[src/rtl/press_source.sv]
// Press-pulse generator for one tug-of-war player. It emits a single-cycle press
// for each human key edge or computer request, then holds off for MIN_GAP cycles.
module press_source #(
  parameter int LFSR_W      = 10,
  parameter int MIN_GAP     = 4,
  parameter int SYNC_STAGES = 2
) (
  input  logic              clk,
  input  logic              reset_n,
  input  logic              key_raw,
  input  logic              cpu_mode,
  input  logic [LFSR_W-1:0] difficulty,
  input  logic              enable,
  output logic              press,
  output logic [LFSR_W-1:0] lfsr_q
);

  typedef enum logic [1:0] {IDLE, FIRE, GAP} state_t;

  logic [SYNC_STAGES-1:0] sync_q;
  logic                   key_d_q;
  logic                   key_s;
  logic                   human_req, cpu_req, req;
  logic                   fb;
  state_t                 state_q, state_d;
  logic [3:0]             gap_cnt_q, gap_cnt_d;

  // Edge tracking runs in both modes so that a mode switch cannot create an edge.
  assign key_s     = sync_q[SYNC_STAGES-1];
  assign human_req = ~cpu_mode & key_s & ~key_d_q;

  always_ff @(posedge clk or negedge reset_n) begin
    if (!reset_n) begin
      sync_q  <= '0;
      key_d_q <= 1'b0;
    end else begin
      sync_q  <= {sync_q[SYNC_STAGES-2:0], key_raw};
      key_d_q <= key_s;
    end
  end

  // x^10 + x^7 + 1, free-running; the seed keeps it off the all-zero lockup state.
  assign fb = lfsr_q[9] ^ lfsr_q[6];

  always_ff @(posedge clk or negedge reset_n) begin
    if (!reset_n) lfsr_q <= LFSR_W'(1);
    else          lfsr_q <= {lfsr_q[LFSR_W-2:0], fb};
  end

  assign cpu_req = cpu_mode & (lfsr_q < difficulty);
  assign req     = human_req | cpu_req;

  always_comb begin
    state_d   = state_q;
    gap_cnt_d = gap_cnt_q;
    case (state_q)
      IDLE: if (req) state_d = FIRE;
      FIRE: begin
        state_d   = GAP;
        gap_cnt_d = 4'(MIN_GAP);
      end
      GAP: begin
        if (gap_cnt_q <= 4'd1) begin
          state_d   = IDLE;
          gap_cnt_d = '0;
        end else begin
          gap_cnt_d = gap_cnt_q - 4'd1;
        end
      end
      default: state_d = IDLE;
    endcase
    // Disabling the game abandons any gap; requests seen while busy are never queued.
    if (!enable) begin
      state_d   = IDLE;
      gap_cnt_d = '0;
    end
  end

  always_ff @(posedge clk or negedge reset_n) begin
    if (!reset_n) begin
      state_q   <= IDLE;
      gap_cnt_q <= '0;
      press     <= 1'b0;
    end else begin
      state_q   <= state_d;
      gap_cnt_q <= gap_cnt_d;
      press     <= (state_d == FIRE);
    end
  end

endmodule
[config.mk]
export PLATFORM = sky130hd
export DESIGN_NAME = press_source
export DESIGN_NICKNAME = d
export VERILOG_FILES = /design/src/rtl/press_source.sv
export SDC_FILE = /design/constraint.sdc
export NUM_CORES = 1
export LEC_CHECK = 0
export BUFFER_PORTS_ARGS = -buffer_cell sky130_fd_sc_hd__buf_4
export CAP_MARGIN = 20
export CORE_ASPECT_RATIO = 0.7
export CORE_MARGIN = 2
export CORE_UTILIZATION = 40
export CTS_BUF_LIST = sky130_fd_sc_hd__clkbuf_8
export DETAILED_ROUTE_END_ITERATION = 8
export HOLD_SLACK_MARGIN = 0.05
export PLACE_DENSITY_LB_ADDON = 0.25
export SYNTH_ARGS = -nofsm -noshare
export SYNTH_HDL_FRONTEND = slang
export SYNTH_SLANG_ARGS = --single-unit
[constraint.sdc]
create_clock -name clk -period 2.15 [get_ports clk]
set_input_delay 0.43 -clock clk [delete_from_list [all_inputs] [get_ports clk]]
set_output_delay 0.43 -clock clk [all_outputs]
set_load 0.05 [all_outputs]
Word-level counts from Yosys, hierarchy flattened
Cells that the tools add are included.

cells by class
  add/subtract/negate cells = 1
  magnitude comparators = 2
  equal/unequal tests = 4
  multiplexer cells = 7
  bitwise operators = 7
  reductions and logical operators = 1

operators by type and width
  cell                                                                              number
  10-bit less-than comparator                                                       1
  4-bit 2-to-1 mux                                                                  2
  4-bit one-hot mux with 2 select lines                                             1
  2-bit 2-to-1 mux                                                                  3
  2-bit one-hot mux with 3 select lines                                             1
  2-bit by 1-bit equality test with 1-bit output, second input constant             2
  4-bit by 1-bit less-or-equal comparator with 1-bit output, second input constant  1
  4-bit by 1-bit subtractor with 4-bit output, second input constant                1
  1-bit AND                                                                         3
  3-bit by 1-bit != test with 1-bit output, second input constant                   1
  2-bit equality test, second input constant                                        1
  2-bit logical NOT                                                                 1
  1-bit NOT                                                                         2
  1-bit bitwise OR                                                                  1
  1-bit bitwise XOR                                                                 1

storage, ports and cells
  bits in registers = 20
  input bits = 15
  output and inout port bits = 11

Depth between registers and ports, before layout
Gate-level depths: netlist (run 1).

  depth after elaboration = 8
  gate-level depth with buffers = 6
  depth with buffers taken out = 6

Worst setup path after synthesis (run 1)
Ideal clock, no wire load.

  path type = register to register
  from = reg lfsr_q[5]
  to = reg press
  library setup time = 94 ps
  arrival = 1433 ps
  required time = 2056 ps
  path slack = 623 ps
  cell stages (with the launch flop) = 5
  clock period less this slack = 1527 ps
  path through = dfrtp_1 -> ha_1 -> a21oi_1 -> o221ai_1 -> a211oi_1

on the way
  cells in the longest elaborated chain, start to end = 7

ends and longest elaborated chain
  what                                            line  source
  start: declaration                              15    output logic [LFSR_W-1:0] lfsr_q
  start signal: assignment                        47    else lfsr_q <= {lfsr_q[LFSR_W-2:0], fb};
  10-bit less-than comparator                     50    assign cpu_req = cpu_mode & (lfsr_q < difficulty);
  1-bit AND                                       50
  1-bit bitwise OR                                51    assign req = human_req | cpu_req;
  2-bit 2-to-1 mux                                57    IDLE: if (req) state_d = FIRE;
  2-bit one-hot mux with 3 select lines           56    case (state_q)
  2-bit 2-to-1 mux                                73    if (!enable) begin
  2-bit by 1-bit equality test with 1-bit output  87    press <= (state_d == FIRE);
  end signal: assignment                          87
  end: declaration                                14    output logic press,

No other way between the ends.
A chain may end at the register's enable or synchronous reset.

Worst setup path in the final report (run 1)
  from = reg gap_cnt_q[0]
  to = reg gap_cnt_q[1]

on the way
  cells in the longest elaborated chain, start to end = 4
  elaborated cells between the ends (all ways) = 5
  classes of those cells = add/sub (1); order compare (1); mux (3)

ends and longest elaborated chain
  what                                                                                                                             line    source
  start: declaration                                                                                                               26      logic [3:0] gap_cnt_q, gap_cnt_d;
  start signal: assignment                                                                                                         86      gap_cnt_q <= gap_cnt_d;
  4-bit by 1-bit subtractor with 4-bit output / 4-bit by 1-bit less-or-equal comparator with 1-bit output (equally long branches)  67, 63
  4-bit 2-to-1 mux *                                                                                                               63      if (gap_cnt_q <= 4'd1) begin
  4-bit one-hot mux with 2 select lines *                                                                                          56
  4-bit 2-to-1 mux *                                                                                                               73

Mark *: on every way between the ends. The rest lies on a longest branch, timed or not.

==> results of run 1 <==
-- logic make-up (layout without fill, tap and decap cells) --
group           Yosys count  in the layout  synth area share
simple gates             27             27            0.1634
buf+inv                  12             41           0.04706
flops                    20             20            0.5242
fa+ha+maj                11             11            0.1438
xor+xnor                  1              1          0.009152
compound gates           16             16            0.1124
-- power by group through the flow --
stage | Combinational [mW] | Sequential, mW | Clock (mW)
global placement | 0.0750 | 0.402 | 0
detailed placement | 0.0764 | 0.402 | 0
floorplan | 0.0373 | 0.402 | 0
CTS | 0.0785 | 0.395 | 0.293
finish | 0.0774 | 0.395 | 0.282
global route | 0.0870 | 0.396 | 0.314
-- critical path, stage by stage (launching register included) --
cell and delay (ps):
dfrtp_1 400, inv_1 70, ha_1 230, nor2_1 140, nor3_1 70, or4b_1 470
a21boi_0 160
-- metal layers --
| metal | track usage | share of wire | vias to the layer above |
|---|---|---|---|
| li1 | - | - | 363 |
| met1 | 0.1802 | 0.50 | 317 |
| met2 | 0.2366 | 0.41 | 21 |
| met3 | 0.06983 | 0.082 | 4 |
| met4 | 0.02667 | 0.0086 | 0 |
| met5 | 0 | 0 | - |
-- repair_timing --
action | in CTS | in global routing
hold buffers | 1 | 0
setup endpoints to repair | 0 | 0
endpoints found under the hold margin | 19 | 0
-- cells in the mapped netlist (2+ instances only) --
| cell type | n |
|---|---|
| nor2_1 | 3 |
| nor3_1 | 2 |
| a21oi_1 | 5 |
| a211oi_1 | 2 |
| nand2_1 | 4 |
| nand4_1 | 3 |
| nand2b_1 | 4 |
| inv_1 | 11 |
| ha_1 | 11 |
| nand3_1 | 2 |
| dfrtp_1 | 19 |
-- stage by stage --
step,area (µm²),worst slack (ps)
after floorplan,957.2,623.2
after global placement,1181,621.0
after detailed placement,1181,527.8
after CTS,1246,529.0
after global routing,1246,425.1
final,1246,533.5
-- cell type report --
type,instances,area (µm²)
Fill cell,208,960.9
Sequential cell,20,501.7
Multi-Input combinational cell,55,410.4
Timing Repair Buffer,26,197.7
Clock buffer,4,55.05
Inverter,11,41.29
Tap cell,32,40.04
-- sequential cells by signal, summed over array words and instances, names as in the netlist --
| name | flops |
|---|---|
| lfsr_q | 10 |
| gap_cnt_q | 4 |
| state_q | 2 |
| sync_q | 2 |
| key_d_q | 1 |
| press | 1 |
-- placed cells by master (no fill, tap or decap), types with 2 or more instances in the layout --
cell type,Yosys,routed
buf_4,0,25
a211oi_1,2,2
nand2_1,4,4
nor3_1,2,2
nand3_1,2,2
clkbuf_8,0,4
nor2_1,3,3
inv_1,11,11
nand4_1,3,3
a21oi_1,5,5
ha_1,11,11
dfrtp_1,19,19
nand2b_1,4,4
-- worst paths after layout --
path	from	end	slack, ps	cells past startpoint
setup / recovery	gap_cnt_q[0]$_DFFE_PN0P_	gap_cnt_q[1]$_DFFE_PN0P_	530	6
hold / removal	key_raw	sync_q[0]$_DFF_PN0_	280	1
setup reg to reg	gap_cnt_q[0]$_DFFE_PN0P_	gap_cnt_q[1]$_DFFE_PN0P_	530	6
hold reg to reg	sync_q[0]$_DFF_PN0_	sync_q[1]$_DFF_PN0_	370	0
max in group asynchronous	reset_n	lfsr_q[0]$_DFF_PN1_	1300	2
min in group asynchronous	reset_n	lfsr_q[1]$_DFF_PN0_	590	2
==> results.py, run 1 <==
metrics = {
    "power": {
        "cellLeakagePower_nw": 0.6473,
        "swShare": 0.2221,
        "sequentialPowerShare": 0.523,
        "p_int_mw": 0.5868,
        "pwr-share-clk": 0.374,
        "peakVddDrop_uv": 342.1,
        "cellPowerDensity_mw_per_mm2": 605.4,
        "p_switching_mw": 0.1676,
        "combinationalPowerShare": 0.103,
        "power_mw": 0.7544,
    },
    "timing": {
        "tightest_slew_ps": 348.6,
        "slew_headroom": 0.7647,
        "rsz0062_at_grt": "false",
        "hold_violations": 0,
        "min_period_over_period": 0.7519,
        "timing.fmax_ghz": 0.6186,
        "fin_hold_ws_ps": 278.7,
        "finalMaxSlewViolations": 0,
        "finClkSkew_ps": 3.551,
        "setup_viol": 0,
        "period_needed_ps": 1617,
        "fin_setup_tns_ps": 0,
    },
    "place": {
        "routabilityCongestion": 0.7419,
        "numPortBuffers": 25,
        "hpwl_um": 1372,
        "dp_cells": 143,
    },
    "drt": {
        "wirelength_um": 1751,
        "post-route-drc-count": 0,
        "drtIter0Drc": 28,
        "wl_per_cell_um": 11.83,
        "drtAntennaViolNets": 0,
        "drtPass1Iterations": 3,
        "dr_total_vias": 705,
        "viasPerCell": 4.764,
    },
    "floorplan": {
        "core.rowCount": 14,
        "die_width_um": 62.47,
        "die_area_mm2": 0.002806,
        "coreArea_mm2": 0.002207,
        "io_pins": 26,
        "start_util": 0.4337,
        "die_y_um": 44.93,
    },
    "critical_path": {
        "crit_type": "reg2reg",
        "cp.arrival_ps": 1790,
        "critPathMaxFanout": 5,
        "critPathRequiredTime_ps": 2320,
        "start_kind": "register",
        "cp-end-kind": "register",
    },
    "global_route": {
        "antenna_found_initial": 0,
        "grt_max_degree": 21,
        "grt_pass1_wl_um": 3042,
        "globalRoute.totalOverflow": 0,
        "grt.total_usage": 0.1449,
        "grt_pass1_vias": 698,
    },
    "synth": {
        "syn-cell-area_um2": 957.2,
        "async_reset_ff_frac": 1.000,
        "ys.flop_type": "dfrtp_1",
        "synth_edf_count": 0,
        "syn_area_per_cell_um2": 11.00,
        "ys_seq_area_frac": 0.5242,
        "synth_warnings": 0,
        "synth.largest_area_cell": "dfrtp_1",
        "synth_fp_nets": 113,
        "synth_area_leaders": "dfrtp_1 (50%), ha_1 (14%), inv_1 (4.3%)",
        "synth_top_area_share": 0.4967,
        "ys_seq_elements": 20,
        "netlist_instances": 87,
        "synth.distinct_cells": 32,
    },
    "clock_tree": {
        "post_cts_resized": 0,
        "root_buffer": "clkbuf_8",
        "cts-buffers-inserted": 3,
        "cts_setup_buffers": 0,
        "cts_htree_levels": 1,
        "tritoncts": "done",
        "clock-sinks": 20,
        "clock_latency_ps": 260,
        "cts.path.max_buffers": 2,
        "clk_pin_slew_worst_paths_ps": 70,
    },
    "layout": {
        "finalCoreUtilization": 0.5646,
        "layoutNonFillerInstCount": 148,
        "finalNetCount": 143,
        "area_growth_pct": 30.20,
        "diodes": 0,
        "drive_above_1_share": 0.2672,
    },
    "run": {
        "max-cap-violations": 0,
    },
    "hold_path": {
        "hp-class": "in2reg",
    },
    "outcome": {
        "outcome": "finished clean",
    },
}
Power figures use the tool's default switching activity.
==> run 2, diff against run 1 <==
==> constraint.sdc (replaced) <==
create_clock -name clk -period 1.4 [get_ports clk]
set_input_delay 0.28 -clock clk [delete_from_list [all_inputs] [get_ports clk]]
set_output_delay 0.28 -clock clk [all_outputs]
set_load 0.05 [all_outputs]
==> run 2 against run 1 <==
Compared with the run above:
- the run now ends with setup timing left
- core utilization grew 8.2 points
- non-clock buffer count rose by 8
- wire length increased by 27%
- largest power group unchanged
==> results.py, run 2 (synthesized netlist as in run 1, its figures left out) <==
metrics = {
    "timing": {
        "hold_violations": 0,
        "rsz0062_at_grt": "true",
        "period_needed_ps": 1576,
        "tightest_slew_ps": 326.6,
        "slew_headroom": 0.7818,
        "setup_viol": 3,
        "fin_setup_tns_ps": -357.5,
        "layout_setup_ws_ps": -176.4,
        "finClkSkew_ps": 10.09,
        "min_period_over_period": 1.126,
        "finalMaxSlewViolations": 0,
        "timing.fmax_ghz": 0.6344,
    },
    "power": {
        "pwr-share-clk": 0.437,
        "peakVddDrop_uv": 626.5,
        "combinationalPowerShare": 0.117,
        "cellLeakagePower_nw": 0.6939,
        "p_int_mw": 1.056,
        "sequentialPowerShare": 0.445,
        "swShare": 0.2234,
        "p_switching_mw": 0.3037,
        "cellPowerDensity_mw_per_mm2": 953.2,
    },
    "hold_path": {
        "hp-class": "in2reg",
    },
    "drt": {
        "post-route-drc-count": 0,
        "drtPass1Iterations": 3,
        "drtIter0Drc": 30,
        "wirelength_um": 2232,
        "dr_total_vias": 785,
        "drtAntennaViolNets": 0,
        "viasPerCell": 5.032,
        "wl_per_cell_um": 14.31,
    },
    "layout": {
        "fin_area_mm2": 0.001426,
        "layout_common_cells": "buf_4 (33), dfrtp_1 (11), inv_1 (9)",
        "diodes": 0,
        "top_register": "lfsr_q",
        "largest_reg_flops": 10,
        "seq_area_um2": 511.7,
        "top_regs": "lfsr_q x10, gap_cnt_q x4",
        "final_common_cell": "buf_4",
        "area_growth_pct": 49.02,
        "finalNetCount": 151,
        "drive_above_1_share": 0.4919,
        "num-fill-cells": 184,
        "multiInputGateArea_um2": 504.2,
    },
    "clock_tree": {
        "clock-sinks": 20,
        "cts.path.max_buffers": 2,
        "tritoncts": "done",
        "cts_htree_levels": 1,
        "clk_pin_slew_worst_paths_ps": 80,
        "cts-buffers-inserted": 3,
        "root_buffer": "clkbuf_8",
        "clock_latency_ps": 270,
    },
    "critical_path": {
        "cp-end-kind": "register",
        "critPathMaxFanout": 5,
        "max_stage_delay_ps": 520,
        "start_kind": "register",
        "cp.arrival_ps": 1780,
        "crit_family": "simple AND/OR/NAND/NOR gates",
        "crit_chain": "inv_2 -> ha_4 -> nor2_4 -> nor3_4 -> or4b_4 -> a21boi_2",
        "cp_num_buf_inv": 1,
        "crit_type": "reg2reg",
        "critPathRequiredTime_ps": 1610,
        "crit_slowest_cell": "or4b_4",
    },
    "floorplan": {
        "die_area_mm2": 0.002806,
        "die_y_um": 44.93,
        "io_pins": 26,
        "coreArea_mm2": 0.002207,
        "core.rowCount": 14,
        "start_util": 0.4337,
        "die_width_um": 62.47,
    },
    "outcome": {
        "outcome": "complete, but fails checks",
        "violations": "setup timing",
    },
    "global_route": {
        "grt_max_degree": 21,
        "antenna_found_initial": 0,
        "grt_pass1_vias": 711,
        "globalRoute.totalOverflow": 0,
        "grt.total_usage": 0.1711,
        "grt_pass1_wl_um": 3387,
    },
    "place": {
        "numPortBuffers": 25,
        "hpwl_um": 1488,
        "routabilityCongestion": 0.7364,
        "dpl_cell_area_mm2": 0.001235,
    },
    "run": {
        "max-cap-violations": 0,
    },
}
run 2: cell types whose count changed in the layout (fill, tap and decap cells not counted), sizes merged:
cell    delta
buf        +8
clkbuf     -1
bufinv     +1
run 2: per-layer routing:
metal  track usage  wire [µm]  vias up  part of all wire
met1        0.2196       1056      369              0.47
met4        0.1200        100        0             0.045
li1              -          -      379                 -
met5             0          0        -                 0
met3       0.06484        134       12             0.060
met2        0.2430        940       25              0.42
run 2: final timing paths:
| kind | start | to | slack (ps) | cells past startpoint |
|---|---|---|---|---|
| setup / recovery | gap_cnt_q[0]$_DFFE_PN0P_ | gap_cnt_q[1]$_DFFE_PN0P_ | -180 | 6 |
| hold / removal | key_raw | sync_q[0]$_DFF_PN0_ | 120 | 1 |
| setup reg to reg | gap_cnt_q[0]$_DFFE_PN0P_ | gap_cnt_q[1]$_DFFE_PN0P_ | -180 | 6 |
| hold reg to reg | sync_q[0]$_DFF_PN0_ | sync_q[1]$_DFF_PN0_ | 370 | 0 |
| max in group asynchronous | reset_n | lfsr_q[0]$_DFF_PN1_ | 720 | 2 |
| min in group asynchronous | reset_n | lfsr_q[1]$_DFF_PN0_ | 420 | 2 |
run 2: what timing repair did:
item	CTS	global route
hold buffers	1	0
gates resized for setup	2	17
setup buffers	3	0
hold endpoints to repair	19	0
pin swaps	4	8
setup endpoints to repair	4	7
run 2: metrics by stage:
step                      worst slack (ps)  hold WS (ps)  power, mW  utilization  cells
after global routing                -226.4         108.3      1.414       0.6463    156
final                               -176.4         117.9      1.360       0.6463    156
after floorplan                     -15.81        -15.59     0.6777            -     87
after CTS                           -140.9         114.2      1.345       0.6088    156
after global placement              -53.38         172.8     0.7460       0.5595    148
after detailed placement            -141.7         173.7     0.7489       0.5595    148
run 2: worst register-to-register path: stages, from the launching register on:
cell,delay [ps]
dfrtp_2,430
inv_2,70
ha_4,170
nor2_4,140
nor3_4,50
or4b_4,520
a21boi_2,130
run 2: cell type report:
type                            count  area share
Clock buffer                        3     0.02895
Inverter                           11     0.02895
Sequential cell                    20      0.3588
Tap cell                           32     0.02807
Clock inverter                      1     0.02105
Multi-Input combinational cell     55      0.3535
Timing Repair Buffer               34      0.1807
run 2: power by group through the flow:
stage          clock (mW)  combinational (mW)  sequential [mW]
5_1_grt             0.630               0.176            0.607
4_1_cts             0.600               0.141            0.604
3_3_place_gp            0               0.132            0.614
2_1_floorplan           0              0.0591            0.619
6_report            0.594               0.160            0.606
3_5_place_dp            0               0.134            0.615
==> run 3, diff against run 2 <==
--- a/config.mk
+++ b/config.mk
@@ -8,7 +8,7 @@
 export BUFFER_PORTS_ARGS = -buffer_cell sky130_fd_sc_hd__buf_4
 export CAP_MARGIN = 20
 export CORE_ASPECT_RATIO = 0.7
-export CORE_MARGIN = 2
+export CORE_MARGIN = 10
 export CORE_UTILIZATION = 40
 export CTS_BUF_LIST = sky130_fd_sc_hd__clkbuf_8
 export DETAILED_ROUTE_END_ITERATION = 8
==> constraint.sdc (replaced) <==
create_clock -name clk -period 1.4 [get_ports clk]
set_input_delay 0.28 -clock clk [delete_from_list [all_inputs] [get_ports clk]]
set_output_delay 0.28 -clock clk [all_outputs]
set_load 0.1 [all_outputs]
==> run 3 against run 2 <==
Compared with the run above:
- the run still ends with setup timing left
- cell count up 0.64%
- via count down 1.4%
- non-clock buffer count up 1
- design area up 6.4%
- worst setup slack better by 61 ps
- sequential power about the same
- first-iteration DRC count up 3.3%
- hold slack better by 13 ps
- sequential cell count unchanged
==> results.py, run 3 (synthesized netlist as in run 1, its figures left out) <==
metrics = {
    "outcome": {
        "outcome": "complete, but fails checks",
        "violations": "setup timing",
    },
    "hold_path": {
        "hp-start": "key_raw",
        "hp-class": "in2reg",
    },
    "timing": {
        "tightest_slew_ps": 282.0,
        "setup_viol": 3,
        "slew_headroom": 0.8120,
        "timing.fmax_ghz": 0.6600,
        "rsz0062_at_grt": "true",
        "fin_setup_tns_ps": -309.9,
        "finClkSkew_ps": 4.856,
        "finalMaxSlewViolations": 0,
        "hold_violations": 0,
        "min_period_over_period": 1.082,
        "period_needed_ps": 1515,
        "layout_setup_ws_ps": -115.2,
    },
    "power": {
        "cellPowerDensity_mw_per_mm2": 796.3,
        "peakVddDrop_uv": 516.9,
        "cellLeakagePower_nw": 0.6819,
    },
    "floorplan": {
        "core.rowCount": 14,
        "io_pins": 26,
        "die_y_um": 60.93,
        "start_util": 0.4337,
        "die_width_um": 78.47,
        "coreArea_mm2": 0.002207,
        "die_area_mm2": 0.004780,
    },
    "clock_tree": {
        "cts_htree_levels": 1,
        "clock_latency_ps": 260,
        "tritoncts": "done",
        "cts-buffers-inserted": 3,
        "clk_pin_slew_worst_paths_ps": 70,
        "cts.path.max_buffers": 2,
        "clock-sinks": 20,
        "root_buffer": "clkbuf_8",
    },
    "critical_path": {
        "cp-end-kind": "register",
        "crit_path_start": "gap_cnt_q[0]$_DFFE_PN0P_",
        "crit_slowest_cell": "dfrtp_2",
        "crit_family": "compound AO/OA/AOI/OAI gates",
        "crit_type": "reg2reg",
        "max_stage_delay_ps": 460,
        "crit_chain": "inv_4 -> ha_4 -> nor2_4 -> buf_4 -> o311ai_4 -> a21oi_1 -> o21a_1",
        "reg2reg_from": "gap_cnt_q[0]$_DFFE_PN0P_",
        "critPathMaxFanout": 4,
        "critPathRequiredTime_ps": 1550,
        "start_kind": "register",
        "cp_num_buf_inv": 2,
        "cp.arrival_ps": 1660,
    },
    "layout": {
        "layout_common_cells": "buf_4 (33), inv_1 (9), dfrtp_1 (9)",
        "final_common_cell": "buf_4",
        "diodes": 0,
        "num-fill-cells": 175,
        "area_growth_pct": 58.56,
        "top_register": "lfsr_q",
        "finalNetCount": 152,
        "drive_above_1_share": 0.5360,
        "largest_reg_flops": 10,
        "top_regs": "lfsr_q x10, gap_cnt_q x4",
    },
    "global_route": {
        "grt_max_degree": 21,
        "globalRoute.totalOverflow": 0,
        "grt_pass1_wl_um": 3843,
        "antenna_found_initial": 0,
        "grt_pass1_vias": 818,
        "grt.total_usage": 0.1031,
    },
    "drt": {
        "drtIter0Drc": 31,
        "drtPass1Iterations": 4,
        "wl_per_cell_um": 14.66,
        "wirelength_um": 2302,
        "viasPerCell": 4.930,
        "dr_total_vias": 774,
        "post-route-drc-count": 0,
        "drtAntennaViolNets": 0,
    },
    "run": {
        "max-cap-violations": 0,
    },
    "place": {
        "routabilityCongestion": 0.7949,
        "numPortBuffers": 25,
        "hpwl_um": 1668,
        "post-place-ws_ps": -120.5,
    },
}
## run 3: timing repair
| item | CTS | global route |
|---|---|---|
| endpoints found under the setup margin | 4 | 8 |
| hold buffers | 1 | 0 |
| hold endpoints to repair | 19 | 0 |
| resized for setup | 7 | 12 |
| buffers inserted | 1 | 4 |
| pin swaps | 2 | 7 |
## run 3: area by class of cell
type	instances	area (µm²)	area share
sequential	20	538.0	0.3545
clock buffer	4	55.05	0.03627
tap	32	40.04	0.02638
inverter	11	43.79	0.02885
timing repair buffer	35	277.8	0.1830
multi-input combinational	55	563.0	0.3710
## run 3: metrics by stage
stage               hold slack [ps]  total power, mW    util  instance area [µm²]  cells
finish                        130.8            1.209  0.6876                 1518    157
global route                  120.0            1.269  0.6876                 1518    157
CTS                           125.0            1.209  0.6480                 1430    153
detailed placement            172.7           0.7667  0.6049                 1335    147
global placement              170.3           0.7627  0.6049                 1335    147
floorplan                    -15.59           0.6952       -                 1081     87
## run 3: power breakdown
part           leakage (nW)  total [mW]  internal [mW]  switching (mW)
Combinational         0.406       0.172         0.0839          0.0878
Clock                0.0288       0.432          0.250           0.182
Sequential            0.248       0.604          0.591          0.0131
Total                 0.682        1.21          0.925           0.283
## run 3: worst paths after layout
kind / endpoint / slack, ps / cells past startpoint
min: sync_q[0]$_DFF_PN0_ / 130 / 1
max reg2reg: gap_cnt_q[0]$_DFFE_PN0P_ / -120 / 7
min reg2reg: sync_q[1]$_DFF_PN0_ / 360 / 0
max in group asynchronous: lfsr_q[0]$_DFF_PN1_ / 690 / 2
min in group asynchronous: lfsr_q[9]$_DFF_PN0_ / 450 / 2
max: gap_cnt_q[0]$_DFFE_PN0P_ / -120 / 7
## run 3: layer usage
metal / part of all wire / GRT usage / wire, µm
met1: 0.45 / 0.1209 / 1035
met2: 0.46 / 0.1589 / 1060
met3: 0.070 / 0.04572 / 162
met4: 0.019 / 0.05344 / 44
met5: 0 / 0 / 0
